===== src/rtl/config_pkg.sv =====
// ---------------------------------------------------------------------------
// config_pkg
// Shared definitions for the column configuration frame writer:
//   SYNC_WORD        - word that opens a configuration transaction
//   IDX_LSB/IDX_MSB  - header field holding the first frame index
//   CNT_LSB/CNT_MSB  - header field holding the number of data words
//   cfg_state_t      - writer FSM states
// ---------------------------------------------------------------------------
package config_pkg;

    localparam logic [31:0] SYNC_WORD = 32'hFAB0_FAB1;

    localparam int IDX_LSB = 0;
    localparam int IDX_MSB = 7;
    localparam int CNT_LSB = 8;
    localparam int CNT_MSB = 15;

    typedef enum logic [2:0] {
        HUNT   = 3'd0,
        HEADER = 3'd1,
        DATA   = 3'd2,
        SETUP  = 3'd3,
        STROBE = 3'd4,
        HOLD   = 3'd5
    } cfg_state_t;

endpackage


===== src/rtl/config_frame_writer_strobe_decoder.sv =====
// ---------------------------------------------------------------------------
// frame_strobe_decoder
// Registered binary-to-one-hot decoder. When en is high on a rising edge the
// bit selected by idx is set for the following cycle; otherwise all bits are
// cleared. Each bit is a flop, so the strobes never glitch.
// Ports:
//   clk    - clock
//   rst    - asynchronous active-high reset, clears all strobes at once
//   en     - load a one-hot pattern on the next edge
//   idx    - index of the bit to set
//   strobe - registered one-hot strobe vector
// ---------------------------------------------------------------------------
module frame_strobe_decoder #(
    parameter int Width = 20,
    parameter int IdxW  = 6
) (
    input  logic             clk,
    input  logic             rst,
    input  logic             en,
    input  logic [IdxW-1:0]  idx,
    output logic [Width-1:0] strobe
);

    logic [Width-1:0] strobeReg;

    generate
        for (genvar gi = 0; gi < Width; gi++) begin : g_bit
            localparam logic [IdxW-1:0] BitIdx = IdxW'(gi);

            always_ff @(posedge clk or posedge rst) begin
                if (rst) begin
                    strobeReg[gi] <= 1'b0;
                end else begin
                    strobeReg[gi] <= en && (idx == BitIdx);
                end
            end
        end
    endgenerate

    assign strobe = strobeReg;

endmodule


===== src/rtl/config_frame_writer.sv =====
// ---------------------------------------------------------------------------
// config_frame_writer
// Write-side master for one column of frame-latch configuration memory.
// Parses a stream of 32-bit words (sync, header, data) and for every data
// word presents FrameData, then pulses exactly one FrameStrobe bit for one
// cycle, with one setup cycle before and one hold cycle after the strobe.
// Ports:
//   CLK         - clock, all state changes on the rising edge
//   reset       - asynchronous active-high reset
//   WordData    - incoming configuration word
//   WordValid   - WordData is valid
//   WordReady   - word is accepted this cycle when WordValid is also high
//   FrameData   - frame contents presented to the latches
//   FrameStrobe - one-hot latch enable, zero when idle
//   Busy        - transaction in progress (not hunting for sync)
//   Error       - sticky error, cleared by the next sync word
//   Done        - one-cycle pulse after the last frame's hold cycle
// ---------------------------------------------------------------------------
module config_frame_writer
    import config_pkg::*;
#(
    parameter int          MaxFramesPerCol = 20,
    parameter int          FrameBitsPerRow = 32,
    parameter logic [31:0] SyncWord        = SYNC_WORD
) (
    input  logic                       CLK,
    input  logic                       reset,
    input  logic [31:0]                WordData,
    input  logic                       WordValid,
    output logic                       WordReady,
    output logic [FrameBitsPerRow-1:0] FrameData,
    output logic [MaxFramesPerCol-1:0] FrameStrobe,
    output logic                       Busy,
    output logic                       Error,
    output logic                       Done
);

    // One extra bit so that idx+1 == MaxFramesPerCol never wraps.
    localparam int IdxW = $clog2(MaxFramesPerCol) + 1;
    localparam int CntW = CNT_MSB - CNT_LSB + 1;
    localparam int HdrIdxW = IDX_MSB - IDX_LSB + 1;

    localparam logic [IdxW-1:0]    MaxFramesIdx = IdxW'(MaxFramesPerCol);
    localparam logic [HdrIdxW-1:0] MaxFramesHdr = HdrIdxW'(MaxFramesPerCol);
    localparam logic [CntW-1:0]    CntOne       = CntW'(1);
    localparam logic [IdxW-1:0]    IdxOne       = IdxW'(1);

    cfg_state_t                 stateReg, stateNext;
    logic [IdxW-1:0]            idxReg, idxNext;
    logic [CntW-1:0]            cntReg, cntNext;
    logic                       dropReg, dropNext;
    logic                       errorReg, errorNext;
    logic                       doneReg, doneNext;
    logic [FrameBitsPerRow-1:0] frameDataReg, frameDataNext;

    logic                       readyState;
    logic                       accept;
    logic                       strobeEn;
    logic [HdrIdxW-1:0]         hdrIdx;
    logic [CntW-1:0]            hdrCnt;
    logic [IdxW-1:0]            idxInc;

    assign hdrIdx = WordData[IDX_MSB:IDX_LSB];
    assign hdrCnt = WordData[CNT_MSB:CNT_LSB];
    assign idxInc = idxReg + IdxOne;

    assign readyState = (stateReg == HUNT) || (stateReg == HEADER) || (stateReg == DATA);
    assign accept     = WordValid && readyState;

    // ------------------------------------------------------------------
    // State and datapath registers
    // ------------------------------------------------------------------
    always_ff @(posedge CLK or posedge reset) begin
        if (reset) begin
            stateReg     <= HUNT;
            idxReg       <= '0;
            cntReg       <= '0;
            dropReg      <= 1'b0;
            errorReg     <= 1'b0;
            doneReg      <= 1'b0;
            frameDataReg <= '0;
        end else begin
            stateReg     <= stateNext;
            idxReg       <= idxNext;
            cntReg       <= cntNext;
            dropReg      <= dropNext;
            errorReg     <= errorNext;
            doneReg      <= doneNext;
            frameDataReg <= frameDataNext;
        end
    end

    // ------------------------------------------------------------------
    // Next-state logic
    // ------------------------------------------------------------------
    always_comb begin
        stateNext     = stateReg;
        idxNext       = idxReg;
        cntNext       = cntReg;
        dropNext      = dropReg;
        errorNext     = errorReg;
        doneNext      = 1'b0;
        frameDataNext = frameDataReg;

        unique case (stateReg)
            HUNT: begin
                if (accept && (WordData == SyncWord)) begin
                    stateNext = HEADER;
                    errorNext = 1'b0;
                end
            end

            HEADER: begin
                if (accept) begin
                    if (hdrCnt == '0) begin
                        stateNext = HUNT;
                    end else if (hdrIdx >= MaxFramesHdr) begin
                        // Out-of-range start: swallow the data words.
                        errorNext = 1'b1;
                        dropNext  = 1'b1;
                        cntNext   = hdrCnt;
                        stateNext = DATA;
                    end else begin
                        idxNext   = hdrIdx[IdxW-1:0];
                        cntNext   = hdrCnt;
                        dropNext  = 1'b0;
                        stateNext = DATA;
                    end
                end
            end

            DATA: begin
                if (accept) begin
                    if (dropReg) begin
                        cntNext = cntReg - CntOne;
                        if (cntReg == CntOne) begin
                            stateNext = HUNT;
                        end
                    end else begin
                        frameDataNext = WordData[FrameBitsPerRow-1:0];
                        stateNext     = SETUP;
                    end
                end
            end

            SETUP: begin
                stateNext = STROBE;
            end

            STROBE: begin
                stateNext = HOLD;
            end

            HOLD: begin
                cntNext = cntReg - CntOne;
                idxNext = idxInc;
                if (cntReg == CntOne) begin
                    doneNext  = 1'b1;
                    stateNext = HUNT;
                end else if (idxInc == MaxFramesIdx) begin
                    // Ran off the end of the column with words still owed.
                    errorNext = 1'b1;
                    dropNext  = 1'b1;
                    stateNext = DATA;
                end else begin
                    stateNext = DATA;
                end
            end

            default: begin
                stateNext = HUNT;
            end
        endcase
    end

    // The decoder registers its pattern on the SETUP->STROBE edge, so the
    // strobe is high exactly while the FSM sits in STROBE.
    assign strobeEn = (stateReg == SETUP);

    frame_strobe_decoder #(
        .Width (MaxFramesPerCol),
        .IdxW  (IdxW)
    ) u_strobe (
        .clk    (CLK),
        .rst    (reset),
        .en     (strobeEn),
        .idx    (idxReg),
        .strobe (FrameStrobe)
    );

    // WordReady is forced low while reset is held, not just after an edge.
    assign WordReady = readyState && !reset;
    assign FrameData = frameDataReg;
    assign Busy      = (stateReg != HUNT);
    assign Error     = errorReg;
    assign Done      = doneReg;

endmodule


===== config.mk =====
export PLATFORM = sky130hd
export DESIGN_NAME = config_frame_writer
export DESIGN_NICKNAME = d
export VERILOG_FILES = /design/src/rtl/config_pkg.sv /design/src/rtl/config_frame_writer_strobe_decoder.sv /design/src/rtl/config_frame_writer.sv
export SDC_FILE = /design/constraint.sdc
export NUM_CORES = 1
export LEC_CHECK = 0
export CORE_MARGIN = 4
export CORE_UTILIZATION = 54
export CTS_BUF_LIST = sky130_fd_sc_hd__clkbuf_8
export DETAILED_ROUTE_END_ITERATION = 16
export HOLD_SLACK_MARGIN = 0.08
export PLACE_DENSITY = 0.94
export SLEW_MARGIN = 25
export SYNTH_ARGS = -nofsm -noshare
export SYNTH_HDL_FRONTEND = slang
export SYNTH_SLANG_ARGS = --single-unit

===== constraint.sdc =====
create_clock -name CLK -period 6.15 [get_ports CLK]
set_input_delay 0.9225 -clock CLK [delete_from_list [all_inputs] [get_ports CLK]]
set_output_delay 0.9225 -clock CLK [all_outputs]
set_load 0.02 [all_outputs]

After elaboration in Yosys (flattened, before gate mapping) --
Cells that the tools add are included.
Cells by class: bitwise gates (word level) 1, reductions and logical operators 39, mux-type cells 30, add/sub/neg operators 2, magnitude comparators 1, equal/unequal tests 37
Operator list (number):
- 6-bit by 4-bit equality test with 1-bit output (second input constant) | 8
- 32-bit equality test (second input constant) | 1
- 8-bit 2-to-1 mux | 4
- 6-bit by 5-bit equality test with 1-bit output (second input constant) | 5
- 6-bit by 3-bit equality test with 1-bit output (second input constant) | 4
- 8-bit case mux with 3 select lines | 1
- 1-bit logical AND | 23
- 6-bit 2-to-1 mux | 3
- 3-bit case mux with 6 select lines | 1
- 3-bit 2-to-1 mux | 5
- 2-bit != test (second input constant) | 7
- 6-bit by 2-bit equality test with 1-bit output (second input constant) | 2
- 6-bit case mux with 2 select lines | 1
- 1-bit 2-to-1 mux | 11
- 5-bit AND reduction | 2
- 3-bit nonzero test | 3
- 8-bit by 1-bit equality test with 1-bit output (second input constant) | 1
- 8-bit by 5-bit greater-or-equal comparator with 1-bit output (second input constant) | 1
- 8-bit zero test | 1
- 4-bit AND reduction | 2
- 8-bit by 1-bit subtractor with 8-bit output (second input constant) | 1
- 7-bit AND reduction | 1
- 6-bit by 1-bit adder with 6-bit output (second input constant) | 1
- 3-bit by 2-bit equality test with 1-bit output (second input constant) | 2
- 15 further kinds | 19
Storage, ports and cells: flip-flop bits (word level) 72

Logic depth before layout (Yosys ltp) --
word-level depth 7, depth in mapped cells 8

Hierarchy --
A second synthesis with hierarchy kept.
Unflattened totals: cell total of the unflattened synthesis 286, area, all modules 3338.2 sq um
By module, submodules not included:
- config_frame_writer | sequential area each 1301.2 sq um, instances 1, cells each 231, area an instance 2563.7 sq um
- frame_strobe_decoder | sequential area each 500.5 sq um, instances 1, cells each 55, area an instance 774.5 sq um

Worst setup path before layout --
No wires, ideal clock.
path kind input-to-reg, start point input port WordData[11], end point register cntReg[1], slack 3.721 ns, path buffers 1, stages on the path 6, data required time 6.023 ns, arrival 2.302 ns, setup time 0.127 ns, path through nor4_1 -> a21boi_1 -> o21ai_2 -> and2_1 -> buf_4 -> mux2_1
Between the ends: longest elaborated chain between the ends 3
Ends and longest elaborated chain:
- start, declared | RTL line config_frame_writer.sv:28 | input logic [31:0] WordData,
- 8-bit zero test | RTL line config_frame_writer.sv:115 | if (hdrCnt == '0) begin
- 2-bit != test (no line)
- 5-bit AND reduction (no line)
- end signal, assigned | RTL line config_frame_writer.sv:85 | cntReg <= cntNext;
- end, declared | RTL line config_frame_writer.sv:50 | logic [CntW-1:0] cntReg, cntNext;
No other way between the ends. A chain may end at the register's enable or synchronous reset.

Worst setup path in the final report --
start point input port reset, end point output port WordReady
Between the ends: longest elaborated chain between the ends 2
Ends and longest elaborated chain:
- start, declared | RTL line config_frame_writer.sv:27 | input logic reset,
- 1-bit zero test (no line)
- 1-bit logical AND | RTL line config_frame_writer.sv:192 | assign WordReady = readyState && !reset;
- end, declared | RTL line config_frame_writer.sv:30 | output logic WordReady,
No other way between the ends.

==> results.tsv <==
metric	value	unit
Hold Path Origin	FrameData[24]	
Max VDD drop	0.000362	V
worst slew pin tran	0.893	ns
DRC	0	
WL/cell	17.6	um
Antenna diodes	0	
fin. max-slew vios	0	
port bufs	90	
die area	7550	um2
clock tree buffer depth	2	
routed metal-1 wire length	3210	um
Skew-Pair Late Insertion Delay	0.35	ns
final period utilization	0.509	
Required @ worst endpoint	5.23	ns
min-delay worst type	reg2reg	
grt total ovfl	0	
critical path class	in2out	
Final Hold Viols	0	
synthesized net count	339	
Fin Clk Skew	0.00423	ns
uppermost layer routed	met4	
sequential share of the synthesized area	0.536	
pin count of the biggest net entering global routing	73	
CTS H-tree depth	3	
clock-pin slew on the worst setup and hold paths	0.08	ns
PostCTS Resize Cnt	0	
status	complete, no violations	
Antenna Nets Post-Route	0	
DR pass1 iterations	4	
total track usage	0.230	
DR iter-0 viols	244	
first-pass GRT wire length	13300	um
Crit Reg-Reg Startpoint	stateReg[2]	
CP arrival	2.21	ns
maxcap violations	0	
CP peak stage delay	0.64	ns
setup tns final	0	ns
asr flop ratio synth	1.00	
Critical Path End Type	output pin	
slowest cell on the critical path	clkdlybuf4s50_1	
Num CTS Buffers	9	
crit-path cells	clkdlybuf4s50_1, a211oi_1, clkdlybuf4s50_1	
Post-synth EDFFs	0	
clock net sink count	72	
Cells after Synth	297	
Hold-fix buffers, CTS	0	
floorplan die height	86.9	um
hold path depth	1	
f_max	0.320	GHz
Final Setup Violations	0	
I/O pins	91	
number of global-route vias before repair	2731	
fin nets	427	
vias	2724	
area grow syn2layout	33.6	%
RSZ-0062 raised after global routing	no	
Distinct cells, synth	53	
initial antenna violation count	0	
r2r worst-path depth	5	
CP Launch Type	primary input	
cell area after synthesis	3360	um2
crit path time final	3.13	ns
placed inst area	4290	um2
Met2 Routed Length	4140	um
yosys synthesis warning count	0	
Max-slew headroom	0.404	
Main synth FF type	dfrtp_1	
Root Driver	clkbuf_8	
CP most frequent cell	clkdlybuf4s50_1	
crit path max fanout	2	
HPWL Detailed	5950	um
initial core utilization	0.561	
hold_ws	0.487	ns
static leakage	1.86	nW
FP Rows	28	
post-synthesis average cell area	11.3	um2
Seq cells post-synth	72	
met3 wire len	647	um
CORE AREA	5990	um2
WL final	8180	um
pwr dens	475	nW/um2
vias per cell	5.86	
CTS tree	yes	
share of layout cells above drive strength 1	0.0718	
Post-CTS Setup Inserts	0	
RePlAce Congestion	0.899	
critical path startpoint	reset	
Final Cell Area	4490	um2
Chip Width	86.9	um
-- cells by family after synthesis --
logic type	count (synthesis)	share of synthesized area
flops	72	0.536
fa+ha+maj	7	0.0261
compound gates	54	0.113
xor+xnor	1	0.00261
mux	37	0.123
buf+inv	23	0.0324
simple gates	103	0.167
-- critical path, delay by kind of cell --
family	cells	cell delay, ns
compound gates	1	0.21
buf+inv	2	1.07
-- flip-flops by register name (all words and copies together) (netlist names) --
signal / cells
Done: 1
Error: 1
FrameData: 32
cntReg: 8
dropReg: 1
idxReg: 6
stateReg: 3
u_strobe.strobe: 20
-- final cells by class --
cell class | instances | area, um2
clock inverter | 6 | 58.8
clock buffer | 10 | 138
timing repair buffer | 92 | 916
inverter | 8 | 30.0
sequential | 72 | 1800
multi-input combinational | 202 | 1450
fill | 407 | 1500
tap | 75 | 93.8
-- synth_stat cells, types with 4 or more instances --
cell	number	area (um2)
dfrtp_1	72	1800
mux2_1	33	372
nor2_1	31	116
a21oi_1	14	70.1
nand2_1	13	48.8
nor3_1	10	50.1
inv_1	8	30.0
ha_1	7	87.6
nor4_1	7	43.8
and2_1	6	37.5
buf_2	6	30.0
nand3_1	6	30.0
a31oi_1	5	31.3
clkbuf_1	5	18.8
nand2b_1	5	31.3
o22a_1	5	43.8
o31ai_1	5	37.5
a211oi_1	4	30.0
buf_4	4	30.0
nand4b_1	4	35.0
o21ai_0	4	20.0
-- per-stage QoR --
stage / utilization / power [mW] / cells / worst slack, ns
final: 0.750 / 2.14 / 465 / 3.02
after global routing: 0.750 / 2.26 / 465 / 2.95
after CTS: 0.750 / 2.14 / 465 / 3.01
after detailed placement: 0.717 / 1.76 / 449 / 2.83
after global placement: 0.717 / 1.73 / 449 / 2.92
after floorplan: - / 1.38 / 297 / 3.40
-- report_power, final --
part           total, mW  switching [mW]  internal [mW]  leakage, nW
Clock              0.372           0.176          0.196        0.106
Combinational      0.941           0.490          0.451        0.861
Sequential         0.822           0.177          0.645        0.894
-- placed cells by master (no fill, tap or decap), types with 3 or more instances in the layout --
| cell type | count |
|---|---|
| nor4_1 | 7 |
| o21ai_0 | 4 |
| nand2b_1 | 5 |
| nor3_1 | 10 |
| a31oi_1 | 5 |
| a21oi_1 | 14 |
| nor2_1 | 30 |
| clkbuf_8 | 10 |
| a2bb2oi_1 | 3 |
| ha_1 | 7 |
| nand2_1 | 13 |
| dfrtp_1 | 72 |
| mux2i_1 | 3 |
| inv_1 | 7 |
| and2_1 | 6 |
| nand3_1 | 6 |
| o31ai_1 | 5 |
| o22a_1 | 5 |
| a211oi_1 | 4 |
| nand4b_1 | 4 |
| clkdlybuf4s50_1 | 90 |
| mux2_1 | 33 |
| nor4b_1 | 3 |
| clkinv_2 | 4 |
-- worst paths after layout --
path	endpoint	slack, ns
max	WordReady	3.02
min	FrameData[24]	0.49
max reg2reg	FrameData[26]	3.93
min reg2reg	FrameData[24]	0.49
max in group asynchronous	FrameData[19]	4.38
min in group asynchronous	stateReg[1]	1.20
-- routing by layer --
layer,vias to the layer above,global-route usage
met1,1328,0.279
met3,17,0.0568
met4,0,0.0963
met2,125,0.389
met5,-,0
li1,1254,-
No activity file was read; power rests on OpenSTA's default activity.
